### src/rtl/i2c_rx_fifo_writer_if.sv
// FIFO write-port bundle between the I2C RX byte writer and the RX FIFO.
// master: the byte writer (drives data/push, observes the fill flags).
// slave : the FIFO write side.
interface i2c_rx_fifo_writer_if;
  logic [7:0] w_data;
  logic       w_enable;
  logic       full;
  logic       almost_full;

  modport master (
    output w_data,
    output w_enable,
    input  full,
    input  almost_full
  );

  modport slave (
    input  w_data,
    input  w_enable,
    output full,
    output almost_full
  );
endinterface

### src/rtl/i2c_rx_fifo_writer.sv
// I2C RX FIFO writer: assembles MSB-first bytes from synchronized SCL-rise
// strobes, drives the ACK bit and pushes completed bytes into the RX FIFO
// through a one-entry holding register.
//
// Optional feature macro: I2C_RX_NACK_ON_FULL_EN
//   defined   : a byte arriving while the FIFO is full/almost-full or the hold
//               register is occupied is dropped and NACKed; overrun stays 0.
//   undefined : every completed byte is ACKed; a byte arriving with the hold
//               register occupied is dropped and sets the sticky overrun flag.
module i2c_rx_fifo_writer #(
  parameter int COUNT_W = 8
) (
  input  logic                   w_clk,
  input  logic                   n_rst,
  input  logic                   clear,
  input  logic                   scl_rise,
  input  logic                   sda_in,
  input  logic                   start_det,
  input  logic                   stop_det,
  i2c_rx_fifo_writer_if.master   fifo,
  output logic                   ack_out,
  output logic                   busy,
  output logic                   overrun,
  output logic [COUNT_W-1:0]     byte_count
);

  typedef enum logic [1:0] {
    IDLE  = 2'd0,
    SHIFT = 2'd1,
    ACK   = 2'd2
  } state_t;

  state_t               state_q;
  logic [2:0]           bit_cnt_q;
  // Only the first seven bits are stored; the eighth comes straight from sda_in.
  logic [6:0]           shreg_q;
  logic [7:0]           hold_q;
  logic                 hold_valid_q;
  logic                 ack_q;
  logic                 overrun_q;
  logic [7:0]           w_data_q;
  logic                 w_enable_q;
  logic [COUNT_W-1:0]   byte_count_q;

  logic                 push_go;
  logic                 byte_done;
  logic                 hold_free;
  logic                 byte_accept;
  logic                 ack_on_done;
  logic                 overrun_set;
  logic [7:0]           byte_d;

  // Push engine decision, completed-byte detection and acceptance policy.
  always_comb begin
    // A push needs a held byte, room in the FIFO and no push last cycle,
    // which keeps w_enable pulses at least two cycles apart.
    push_go   = hold_valid_q & ~fifo.full & ~w_enable_q;
    // Start/stop take priority over a coincident sample, so they suppress it.
    byte_done = (state_q == SHIFT) & scl_rise & ~start_det & ~stop_det &
                (bit_cnt_q == 3'd7);
    byte_d    = {shreg_q, sda_in};
    // The hold register frees up on the same edge it is pushed out.
    hold_free = ~hold_valid_q | push_go;
`ifdef I2C_RX_NACK_ON_FULL_EN
    byte_accept = byte_done & hold_free & ~fifo.full & ~fifo.almost_full;
    ack_on_done = byte_accept;
    overrun_set = 1'b0;
`else
    byte_accept = byte_done & hold_free;
    ack_on_done = 1'b1;
    overrun_set = byte_done & ~hold_free;
`endif
  end

`ifndef I2C_RX_NACK_ON_FULL_EN
  // almost_full only matters when NACK-on-full is built in.
  logic unused_almost_full;
  assign unused_almost_full = fifo.almost_full;
`endif

  // Bit-level FSM plus holding register and sticky overrun flag.
  always_ff @(posedge w_clk or negedge n_rst) begin
    if (!n_rst) begin
      state_q      <= IDLE;
      bit_cnt_q    <= 3'd0;
      shreg_q      <= 7'd0;
      hold_q       <= 8'd0;
      hold_valid_q <= 1'b0;
      ack_q        <= 1'b0;
      overrun_q    <= 1'b0;
    end else if (clear) begin
      state_q      <= IDLE;
      bit_cnt_q    <= 3'd0;
      shreg_q      <= 7'd0;
      hold_valid_q <= 1'b0;
      ack_q        <= 1'b0;
      overrun_q    <= 1'b0;
    end else begin
      // Hold register: a new byte wins over the push that empties it.
      if (byte_accept) begin
        hold_q       <= byte_d;
        hold_valid_q <= 1'b1;
      end else if (push_go) begin
        hold_valid_q <= 1'b0;
      end

      if (overrun_set) begin
        overrun_q <= 1'b1;
      end

      if (stop_det) begin
        // STOP ends the transfer; any partial byte is discarded.
        state_q   <= IDLE;
        bit_cnt_q <= 3'd0;
        ack_q     <= 1'b0;
      end else if (start_det) begin
        // START or repeated START restarts byte assembly.
        state_q   <= SHIFT;
        bit_cnt_q <= 3'd0;
        shreg_q   <= 7'd0;
        ack_q     <= 1'b0;
      end else begin
        case (state_q)
          IDLE: begin
            state_q <= IDLE;
          end
          SHIFT: begin
            if (scl_rise) begin
              shreg_q   <= byte_d[6:0];
              bit_cnt_q <= bit_cnt_q + 3'd1;
              if (bit_cnt_q == 3'd7) begin
                state_q <= ACK;
                ack_q   <= ack_on_done;
              end
            end
          end
          ACK: begin
            // The ninth SCL clock closes the ACK slot.
            if (scl_rise) begin
              state_q   <= SHIFT;
              bit_cnt_q <= 3'd0;
              ack_q     <= 1'b0;
            end
          end
          default: begin
            state_q <= IDLE;
          end
        endcase
      end
    end
  end

  // FIFO write port: registered one-cycle push strobe, data and push counter.
  always_ff @(posedge w_clk or negedge n_rst) begin
    if (!n_rst) begin
      w_data_q     <= 8'd0;
      w_enable_q   <= 1'b0;
      byte_count_q <= '0;
    end else if (clear) begin
      // w_data is deliberately left as-is.
      w_enable_q   <= 1'b0;
      byte_count_q <= '0;
    end else begin
      w_enable_q <= push_go;
      if (push_go) begin
        w_data_q     <= hold_q;
        byte_count_q <= byte_count_q + 1'b1;
      end
    end
  end

  assign fifo.w_data   = w_data_q;
  assign fifo.w_enable = w_enable_q;
  assign ack_out       = ack_q;
  assign busy          = (state_q != IDLE);
  assign overrun       = overrun_q;
  assign byte_count    = byte_count_q;

endmodule

### src/flat_wrapper.sv
// flat-port wrapper written by rule: the top's interface ports become plain ports
module i2c_rx_fifo_writer_flat 
#(
  parameter int COUNT_W = 8
)
  (w_clk, n_rst, clear, scl_rise, sda_in, start_det, stop_det, ack_out, busy, overrun, byte_count, fifo_w_data, fifo_w_enable, fifo_full, fifo_almost_full);
  i2c_rx_fifo_writer_if fifo_i ();
  input  logic w_clk;
  input  logic n_rst;
  input  logic clear;
  input  logic scl_rise;
  input  logic sda_in;
  input  logic start_det;
  input  logic stop_det;
  output logic ack_out;
  output logic busy;
  output logic overrun;
  output logic [COUNT_W-1:0] byte_count;
  output wire logic [$bits(fifo_i.w_data)-1:0] fifo_w_data;
  output wire logic [$bits(fifo_i.w_enable)-1:0] fifo_w_enable;
  input wire logic [$bits(fifo_i.full)-1:0] fifo_full;
  input wire logic [$bits(fifo_i.almost_full)-1:0] fifo_almost_full;
  assign fifo_w_data = fifo_i.w_data;
  assign fifo_w_enable = fifo_i.w_enable;
  assign fifo_i.full = fifo_full;
  assign fifo_i.almost_full = fifo_almost_full;
  i2c_rx_fifo_writer #(.COUNT_W(COUNT_W)) u_core (.w_clk(w_clk), .n_rst(n_rst), .clear(clear), .scl_rise(scl_rise), .sda_in(sda_in), .start_det(start_det), .stop_det(stop_det), .fifo(fifo_i), .ack_out(ack_out), .busy(busy), .overrun(overrun), .byte_count(byte_count));
endmodule
### config.mk
export PLATFORM = sky130hd
export DESIGN_NAME = i2c_rx_fifo_writer_flat
export DESIGN_NICKNAME = d
export VERILOG_FILES = /design/src/rtl/i2c_rx_fifo_writer_if.sv /design/src/rtl/i2c_rx_fifo_writer.sv /design/src/flat_wrapper.sv
export SDC_FILE = /design/constraint.sdc
export NUM_CORES = 1
export LEC_CHECK = 0
export BUFFER_PORTS_ARGS = -buffer_cell sky130_fd_sc_hd__buf_2
export CORE_UTILIZATION = 25
export DETAILED_ROUTE_END_ITERATION = 8
export MAX_ROUTING_LAYER = met4
export SLEW_MARGIN = 20
export SYNTH_ARGS = -nofsm -noshare
export SYNTH_HDL_FRONTEND = slang
export SYNTH_SLANG_ARGS = --single-unit
### constraint.sdc
create_clock -name w_clk -period 1.8 [get_ports w_clk]
set_input_delay 0.27 -clock w_clk [delete_from_list [all_inputs] [get_ports w_clk]]
set_output_delay 0.27 -clock w_clk [all_outputs]
set_load 0.01 [all_outputs]
* After elaboration in Yosys (flattened, before gate mapping)
Cells that the tools add are included.
Storage, ports and cells: bits in registers 40, latch bits 0, bits in writable memories 0, ROM bits 0, input port bits 9, output and inout bits 20, word-level logic and storage cells 81, memories 0
Cells by class: $add $sub $neg 2, multipliers 0, divide/modulo/power cells 0, order comparisons 0, equal/unequal tests 7, shift operators 0, mux-type cells 33, bitwise operators 16, reductions and logical operators 13
Operators with widths (count):
- 7-bit two-way mux | 5
- 8-bit two-way mux | 2
- 3-bit two-way mux | 5
- 5-bit != test (second input constant) | 3
- 1-bit two-way mux | 12
- 2-bit two-way mux | 6
- 3-bit AND reduction | 3
- 3-bit nonzero test | 3
- 8-bit by 1-bit adder with 8-bit output (second input constant) | 1
- 1-bit bitwise AND | 8
- 1-bit NOT | 7
- 3-bit one-hot mux with 2 select lines | 1
- 2-bit nonzero test | 3
- 5-bit nonzero test | 1
- 2-bit one-hot mux with 2 select lines | 1
- 2-bit AND reduction | 2
- 4-bit AND reduction | 1
- 3-bit by 1-bit adder with 3-bit output (second input constant) | 1
- 3-bit == test (second input constant) | 1
- 2-bit by 1-bit == test with 1-bit output (second input constant) | 1
- 2-bit == test (second input constant) | 1
- 2-bit != test (second input constant) | 1
- 1-bit one-hot mux with 2 select lines | 1
- 1-bit bitwise OR | 1

* Logic depth before layout (Yosys ltp)
Gate-level depths: netlist of run 1.
depth in word-level cells 8, gate-level depth with buffers 5, mapped depth without buffers 5

* Worst setup path before layout of run 1
Ideal clock, no wire load.
kind flip-flop to flip-flop, start reg u_core.bit_cnt_q[0], end reg u_core.hold_q[0], library setup time 0.125 ns, arrival 1.595 ns, required time 1.675 ns, setup slack 0.080 ns, cell stages (with the launch flop) 6, buffers on the path 0, clock period less this slack 1.720 ns, cell sequence dfrtp_1 > ha_1 > ha_1 > and4b_1 > nand3_1 > mux2_2
On the way: longest elaborated chain between the ends 4
Ends and longest elaborated chain:
- start, declared | line i2c_rx_fifo_writer.sv:34 | logic [2:0] bit_cnt_q;
- start signal, assigned | line i2c_rx_fifo_writer.sv:130 | bit_cnt_q <= bit_cnt_q + 3'd1;
- 3-bit == test | line i2c_rx_fifo_writer.sv:60 | (bit_cnt_q == 3'd7);
- 1-bit bitwise AND | line i2c_rx_fifo_writer.sv:59 | byte_done = (state_q == SHIFT) & scl_rise & ~start_det & ~stop_det &
- 1-bit bitwise AND | line i2c_rx_fifo_writer.sv:69 | byte_accept = byte_done & hold_free;
- 2-bit AND reduction (no line)
- end signal, assigned | line i2c_rx_fifo_writer.sv:101 | hold_q <= byte_d;
- end, declared | line i2c_rx_fifo_writer.sv:37 | logic [7:0] hold_q;
Every way passes these cells. A chain may end at the register's enable or synchronous reset.

* Worst setup path after layout of run 1
start reg u_core.bit_cnt_q[0], end reg u_core.hold_q[4]
Same word-level chain as after synthesis.

==> metrics.json, run 1 <==
{
  "outcome": {
    "status": "completed"
  },
  "critical_path": {
    "crit_path_end_kind": "flop",
    "ws_path_type": "reg -> reg",
    "worstPathCellList": "ha_1 > ha_1 > and4b_1 > nand3_2 > buf_4 > mux2_2",
    "critical_path_peak_fanout": 4,
    "crit_path_start_kind": "flop",
    "worst_path_most_repeated_cell": "ha_1",
    "timing.critical_path.slowest_cell_delay_ps": 390,
    "critical_path_required_ps": 1970,
    "cp_slowest_cell": "dfrtp_1",
    "cp_data_arrival_time_ps": 1890
  },
  "sta": {
    "worst_slew_margin_rel": 0.6641,
    "timing.final.max_slew_violations": 0,
    "setup_viol": 0,
    "rsz0062_at_grt": "false",
    "final_period_minus_worst_setup_slack_ps": 1716,
    "fin_tns_setup_ps": 0,
    "worst_pin_slew_ps": 503.9,
    "finalHoldWorstSlack_ps": 27.58,
    "final.setup_skew_ps": 9.942,
    "highest_attainable_clock_frequency_ghz": 0.5826,
    "post_route_clock_period_utilization": 0.9535,
    "hold_viol_final": 0
  },
  "logic_synthesis": {
    "mappedNetlistNets": 159,
    "synthDominantCellAreaShare": 0.5678,
    "ys_warn_count": 0,
    "top_post_synthesis_cells_by_area": "dfrtp_1, mux2_2, a22o_1",
    "syn_inst": 147,
    "ys_seq_area_frac": 0.5678,
    "synthArstFlopShare": 1.000,
    "netlist_area_mm2": 0.001763,
    "ys_dominant_reg_cell": "dfrtp_1",
    "postSynthAreaPerCell_um2": 11.99,
    "synth-seq-cells": 40,
    "synth_top_area_cell": "dfrtp_1",
    "synth_cell_types": 38,
    "post-synth-top-count-cell": "dfrtp_1",
    "synth_edf_count": 0,
    "ys_top_cells_by_count": "dfrtp_1, mux2_2, a21oi_1, nor2_1"
  },
  "clock_tree": {
    "clock_tree.root_cell": "clkbuf_8",
    "cts_post_setup_buffers_inserted": 0,
    "tritoncts_clock_tree": "done",
    "cts-buffers-inserted": 5,
    "cts_buffer_depth": 2,
    "cts_hold_buffers": 0,
    "clk_pin_slew_ps": 80,
    "clock_insertion_delay_worst_skew_ps": 290,
    "cts.htree.levels": 2,
    "cts_num_sinks": 40,
    "cts_repair_resize_count": 0
  },
  "placed_design": {
    "buffers_on_ports": 27,
    "dpl.cell_count": 276,
    "globalplace.congestion": 0.7845,
    "half_perimeter_wire_length_of_the_detailed_placement_result_um": 2398
  },
  "run": {
    "max-cap-violations": 0
  },
  "global_route": {
    "grt_overflow_total": 0,
    "grt_max_degree": 41,
    "antenna_violations_before_repair": 0,
    "grt_pass1_vias": 1230,
    "grtUsageTotal": 0.1046,
    "grt_pass1_wl_um": 5809
  },
  "cells_and_area": {
    "fraction_of_final_layout_cells_with_drive_strength_greater_than_1": 0.3830,
    "layout-area-overhead-vs-synth_pct": 26.33,
    "post-route-util": 0.3278,
    "nets": 199,
    "stdcell_count": 284,
    "antenna_cells": 0
  },
  "drt": {
    "drt_iter0_markers": 51,
    "drt.antenna.violating_nets": 0,
    "via_count": 1225,
    "drt-total-wl_um": 3371,
    "routedWlPerCell_um": 11.87,
    "dr.pass1.iters": 4,
    "route.detailed.drc": 0,
    "routed_via_density": 4.313
  },
  "power_and_ir_drop": {
    "total_power_uw": 1772,
    "vdd.ir_drop.worst_mv": 0.4034,
    "power_density_mw_per_mm2": 795.5,
    "static_leakage_uw": 0.001110
  },
  "floorplan": {
    "die_area_mm2": 0.007392,
    "row_count": 30,
    "initial_utilization": 0.2595,
    "boundaryPins": 29,
    "die_height_um": 85.98,
    "core_area_mm2": 0.006794,
    "die_width_um": 85.98
  },
  "min_path": {
    "hold_path_class": "in -> async"
  }
}
final cells by class:
| class | instances | area [µm²] |
|---|---|---|
| Clock buffer | 7 | 96.34 |
| Clock inverter | 1 | 30.03 |
| Fill cell | 686 | 4567 |
| Inverter | 3 | 11.26 |
| Multi-Input combinational cell | 97 | 719.4 |
| Sequential cell | 40 | 1001 |
| Tap cell | 96 | 120.1 |
| Timing Repair Buffer | 40 | 249.0 |
where the power goes:
group | switching (µW) | internal, µW | total (µW)
logic | 45.9 | 25.0 | 70.9
registers | 1.06 | 899 | 900
clock network | 311 | 489 | 801
total | 358 | 1410 | 1770
path summary, 6_finish.rpt:
kind	from	cells past startpoint	end	slack, ps
max in group asynchronous	n_rst	2	u_core.fifo.w_data[2]	1420
max reg2reg	u_core.bit_cnt_q[0]	6	u_core.hold_q[4]	80
min	n_rst	2	u_core.byte_count[7]	30
min reg2reg	u_core.hold_q[3]	1	u_core.fifo.w_data[3]	500
min in group w_clk	stop_det	2	u_core.state_q[0]	210
max	u_core.bit_cnt_q[0]	6	u_core.hold_q[4]	80
registers in the layout, summed over array words and instances, names as in the netlist:
signal and flops:
u_core.byte_count 8, u_core.fifo.w_data 8, u_core.hold_q 8, u_core.shreg_q 7, u_core.bit_cnt_q 3, u_core.state_q 2
u_core.ack_out 1, u_core.fifo.w_enable 1, u_core.hold_valid_q 1, u_core.overrun 1
per-layer routing:
metal,GRT usage,wire (µm)
met1,0.1329,1614
met2,0.1573,1585
met3,0.02984,135
met4,0.04091,35
met5,-,0
cells by family (layout without fill, tap and decap cells):
logic type / count (synthesis) / count (layout) / share of synthesized area
AND/OR/NAND/NOR: 45 / 45 / 0.1427
flip-flops: 40 / 40 / 0.5678
buffers and inverters: 10 / 51 / 0.02697
adder cells (fa/ha/maj): 3 / 3 / 0.02129
XOR/XNOR: 2 / 2 / 0.009938
multiplexers: 19 / 19 / 0.1207
AO/OA/AOI/OAI: 28 / 28 / 0.1107
layout by cell type (no fill, tap or decap), drive strengths merged, types with 2 or more instances in the layout:
cell,count
dfrtp,40
buf,40
mux2,18
nor2,9
a21oi,8
a22o,7
nand2,7
clkbuf,7
nand3,6
nor2b,5
inv,3
nand2b,3
a21o,3
ha,3
a221oi,2
nor3,2
and3,2
o21ai,2
o22ai,2
o31ai,2
or4,2
or3,2
metrics by stage:
step	cell area (µm²)	worst slack (ps)
6_report	2227	83.63
5_1_grt	2227	10.64
4_1_cts	2218	45.98
3_5_place_dp	2092	66.96
3_3_place_gp	2092	81.97
2_1_floorplan	1763	80.21
critical path: cells and delay by family, from the launching register on:
kind,cells,cell delay [ps]
simple gates,2,340
fa+ha+maj,2,400
mux,1,330
buf+inv,1,140
flops,1,390
Note: power is estimated with default switching activity, not from simulation.
==> inputs of run 2 (changes only) <==
==> constraint.sdc (replaced) <==
create_clock -name w_clk -period 1.8 [get_ports w_clk]
set_input_delay 0.18 -clock w_clk [delete_from_list [all_inputs] [get_ports w_clk]]
set_output_delay 0.18 -clock w_clk [all_outputs]
set_load 0.01 [all_outputs]
==> metrics.json, run 2 (synthesized netlist as in run 1, its figures left out) <==
{
  "drt": {
    "drt.antenna.violating_nets": 0,
    "via_count": 1230,
    "route.detailed.drc": 0,
    "drt-total-wl_um": 3444,
    "dr.pass1.iters": 4,
    "routed_via_density": 4.331,
    "drt_iter0_markers": 50,
    "routedWlPerCell_um": 12.13
  },
  "critical_path": {
    "critical_path_peak_fanout": 4,
    "critical_path_required_ps": 1980,
    "crit_path_end_kind": "flop",
    "crit_path_start": "u_core.bit_cnt_q[1]",
    "crit_path_start_kind": "flop",
    "worst_reg_to_reg_setup_slack_ps": 80,
    "cp_data_arrival_time_ps": 1890,
    "critical_path.reg2reg.startpoint": "u_core.bit_cnt_q[1]",
    "worst_r2r_path_depth": 6,
    "regToRegEndpoint": "u_core.hold_q[2]",
    "ws_path_type": "reg -> reg"
  },
  "global_route": {
    "grt_max_degree": 41,
    "grtUsageTotal": 0.1057,
    "grt_pass1_wl_um": 5871,
    "grt_pass1_vias": 1227,
    "grt_overflow_total": 0,
    "antenna_violations_before_repair": 0
  },
  "min_path": {
    "timing.hold.worst_path_depth": 2,
    "hold_start": "stop_det",
    "whs_endpoint": "u_core.state_q[0]",
    "hold_path_class": "in -> reg"
  },
  "power_and_ir_drop": {
    "total_power_uw": 1768,
    "static_leakage_uw": 0.001107,
    "power_density_mw_per_mm2": 797.5,
    "vdd.ir_drop.worst_mv": 0.4311
  },
  "floorplan": {
    "row_count": 30,
    "initial_utilization": 0.2595,
    "die_width_um": 85.98,
    "core_area_mm2": 0.006794,
    "boundaryPins": 29,
    "die_area_mm2": 0.007392,
    "die_height_um": 85.98
  },
  "sta": {
    "highest_attainable_clock_frequency_ghz": 0.5820,
    "final_period_minus_worst_setup_slack_ps": 1718,
    "setup_viol": 0,
    "fin_tns_setup_ps": 0,
    "worst_pin_slew_ps": 508.6,
    "final.setup_skew_ps": 3.396,
    "post_route_clock_period_utilization": 0.9546,
    "worst_slew_margin_rel": 0.6609,
    "hold_viol_final": 0,
    "timing.final.max_slew_violations": 0
  },
  "run": {
    "max-cap-violations": 0
  },
  "clock_tree": {
    "cts.htree.levels": 2,
    "clk_pin_slew_ps": 80,
    "cts_buffer_depth": 2,
    "cts_num_sinks": 40,
    "tritoncts_clock_tree": "done",
    "clock_insertion_delay_worst_skew_ps": 290,
    "cts-buffers-inserted": 5,
    "clock_tree.root_cell": "clkbuf_8"
  },
  "placed_design": {
    "dpl.cell_count": 275,
    "globalplace.congestion": 0.7783,
    "half_perimeter_wire_length_of_the_detailed_placement_result_um": 2435,
    "buffers_on_ports": 27
  },
  "cells_and_area": {
    "stdcell_count": 284,
    "fillCellCount": 685,
    "post-route-util": 0.3263,
    "area_taken_by_multi_input_logic_gates_um2": 719.4,
    "antenna_cells": 0,
    "final_cell_mix": "dfrtp_1, buf_2, mux2_2",
    "layout-area-overhead-vs-synth_pct": 25.76,
    "fraction_of_final_layout_cells_with_drive_strength_greater_than_1": 0.3777,
    "nets": 199,
    "most_common_cell_after_layout_fill_and_taps_aside": "dfrtp_1",
    "final-seq-area_mm2": 0.001001
  },
  "outcome": {
    "status": "completed"
  }
}
## run 2: worst max-delay path, stage by stage, from the launching register on
cell	delay [ps]
dfrtp_1	400
ha_1	190
ha_1	210
and4b_1	240
nand3_2	100
buf_4	140
mux2_2	330
## run 2: worst max-delay path by stage
stage,to,slack (ps),depth (start not counted)
after floorplan,u_core.hold_q[0],80,5
final,u_core.hold_q[2],80,6
after global routing,u_core.hold_q[3],-2,6
after detailed placement,u_core.hold_q[2],60,6
after CTS,u_core.hold_q[4],40,6
after global placement,u_core.hold_q[1],80,6
## run 2: repair_timing
action                                 4_1_cts  5_1_grt
setup endpoints to repair                    0        8
gates resized for setup                      0        2
buffers inserted                             0        0
endpoints found under the hold margin       40        0
hold buffers                                 1        0
## run 2: layout make-up
class,count,share of cell area
Tap cell,96,0.05418
Clock buffer,7,0.04345
Multi-Input combinational cell,97,0.3245
Sequential cell,40,0.4515
Inverter,3,0.005079
Timing Repair Buffer,40,0.1078
Clock inverter,1,0.01354
## run 2: stage by stage
step | area (µm²) | hold slack [ps] | worst slack (ps)
CTS | 2208 | 114.7 | 44.57
global route | 2217 | 136.8 | -1.819
detailed placement | 2072 | 278.8 | 63.84
global placement | 2072 | 276.2 | 78.40
floorplan | 1763 | -115.6 | 80.21
finish | 2217 | 123.7 | 81.76
## run 2: power by group
part / total [µW] / internal, µW / switching [µW]
logic: 71.5 / 25.0 / 46.6
clock network: 796 / 489 / 307
registers: 900 / 899 / 1.20
total: 1770 / 1410 / 355
## run 2: routing by layer
metal / global-route usage / share of wire / vias up
met5: - / 0 / -
met4: 0.04091 / 0.015 / 0
met3: 0.03176 / 0.034 / 6
met2: 0.1609 / 0.44 / 24
met1: 0.1316 / 0.51 / 590
li1: - / - / 610
==> inputs of run 3 (changes only) <==
CORE_UTILIZATION = 49   (was 25)
PLACE_DENSITY = 0.74   (was default)
==> metrics.json, run 3 (synthesized netlist as in run 1, its figures left out) <==
{
  "sta": {
    "final_period_minus_worst_setup_slack_ps": 1731,
    "hold_viol_final": 0,
    "post_route_clock_period_utilization": 0.9616,
    "worst_pin_slew_ps": 536.1,
    "setup_viol": 0,
    "fin_tns_setup_ps": 0,
    "finalHoldWorstSlack_ps": 69.09,
    "final.setup_skew_ps": 8.422,
    "worst_slew_margin_rel": 0.6426,
    "rsz0062_at_grt": "false",
    "timing.final.max_slew_violations": 0,
    "highest_attainable_clock_frequency_ghz": 0.5777
  },
  "clock_tree": {
    "cts.htree.levels": 2,
    "cts-buffers-inserted": 5,
    "cts_num_sinks": 40,
    "cts_post_setup_buffers_inserted": 0,
    "clk_pin_slew_ps": 110,
    "clock_insertion_delay_worst_skew_ps": 350,
    "tritoncts_clock_tree": "done",
    "cts_buffer_depth": 2,
    "clock_tree.root_cell": "clkbuf_4"
  },
  "drt": {
    "drt.antenna.violating_nets": 0,
    "routed_via_density": 5.491,
    "dr.pass1.iters": 4,
    "routedWlPerCell_um": 14.11,
    "route.detailed.drc": 0,
    "drt-total-wl_um": 3274,
    "via_count": 1274,
    "drt_iter0_markers": 83
  },
  "cells_and_area": {
    "most_common_cell_after_layout_fill_and_taps_aside": "dfrtp_1",
    "layout-area-overhead-vs-synth_pct": 19.45,
    "nets": 197,
    "fraction_of_final_layout_cells_with_drive_strength_greater_than_1": 0.3763,
    "final_cell_mix": "dfrtp_1, buf_2, mux2_2",
    "fillCellCount": 268,
    "area_taken_by_multi_input_logic_gates_um2": 728.2,
    "antenna_cells": 0,
    "final-seq-area_mm2": 0.001001
  },
  "power_and_ir_drop": {
    "static_leakage_uw": 0.001077,
    "power_density_mw_per_mm2": 687.0,
    "vdd.ir_drop.worst_mv": 0.3643
  },
  "floorplan": {
    "die_area_mm2": 0.003842,
    "boundaryPins": 29,
    "die_height_um": 61.98,
    "core_area_mm2": 0.003390,
    "initial_utilization": 0.5201,
    "row_count": 21,
    "die_width_um": 61.98
  },
  "min_path": {
    "hold_start": "sda_in",
    "timing.hold.worst_path_depth": 2,
    "hold_path_class": "in -> reg"
  },
  "global_route": {
    "grt_overflow_total": 0,
    "grt_max_degree": 41,
    "grt_pass1_vias": 1251,
    "antenna_violations_before_repair": 0,
    "grtUsageTotal": 0.2107,
    "grt_pass1_wl_um": 5533
  },
  "critical_path": {
    "worst_r2r_path_depth": 6,
    "critical_path.reg2reg.startpoint": "u_core.bit_cnt_q[1]",
    "critical_path_peak_fanout": 8,
    "crit_path_end_kind": "flop",
    "critical_path_required_ps": 2040,
    "crit_path_start": "u_core.bit_cnt_q[1]",
    "worst_reg_to_reg_setup_slack_ps": 70,
    "crit_path_start_kind": "flop",
    "cp_data_arrival_time_ps": 1970,
    "ws_path_type": "reg -> reg"
  },
  "placed_design": {
    "half_perimeter_wire_length_of_the_detailed_placement_result_um": 2333,
    "buffers_on_ports": 27,
    "globalplace.congestion": 0.8186
  },
  "run": {
    "max-cap-violations": 0
  },
  "outcome": {
    "status": "completed"
  }
}
run 3: cell count changes in the layout (fill, tap and decap cells not counted), sizes merged:
cell      delta
clkinvlp     +1
buf          -2
bufinv       -1
run 3: power breakdown:
group          total [µW]  leakage (µW)  internal, µW  switching (µW)
sequential            901      0.000558           900            1.09
clock                 476     0.0000315           191             284
combinational        70.6      0.000487          23.8            46.9
run 3: per-layer routing:
metal	vias to the layer above	global-route usage	wire length, µm
li1	605	-	-
met1	637	0.2578	1427
met2	26	0.3267	1646
met3	6	0.06211	142
met4	0	0.08571	58
met5	-	-	0
run 3: worst max-delay path, cell delays in order, from the launching register on:
cell	delay, ps
dfrtp_1	420
ha_1	190
ha_1	210
and4b_1	240
nand3_2	100
buf_12	130
mux2_2	330
run 3: path summary, 6_finish.rpt:
check,end
worst max-delay path,u_core.hold_q[0]
worst min-delay path,u_core.shreg_q[0]
worst max register to register,u_core.hold_q[0]
worst min register to register,u_core.hold_q[1]
max in group asynchronous,u_core.fifo.w_data[2]
min in group asynchronous,u_core.byte_count[6]
run 3: final cells by class:
class / count / share of cell area
clock buffers: 7 / 0.02614
clock inverters: 1 / 0.003565
inverters: 3 / 0.005348
multi-input cells: 97 / 0.3458
flip-flops and latches: 40 / 0.4753
well taps: 46 / 0.02733
repair buffers: 38 / 0.1165
run 3: timing repair:
item,in CTS,in global routing
hold buffers,1,0
endpoints found under the setup margin,0,16
resized for setup,0,3
hold endpoints to repair,40,0
run 3: per-stage QoR:
step                std cells  utilization  setup WS (ps)  cell area, µm²  power [µW]
global route              232       0.6213          23.78            2106        1518
global placement          223       0.5958          88.26            2019       982.8
floorplan                 147            -          80.21            1763       946.5
detailed placement        223       0.5958          44.81            2019       986.1
finish                    232       0.6213          69.13            2106        1447
CTS                       232       0.6172          22.54            2092        1470
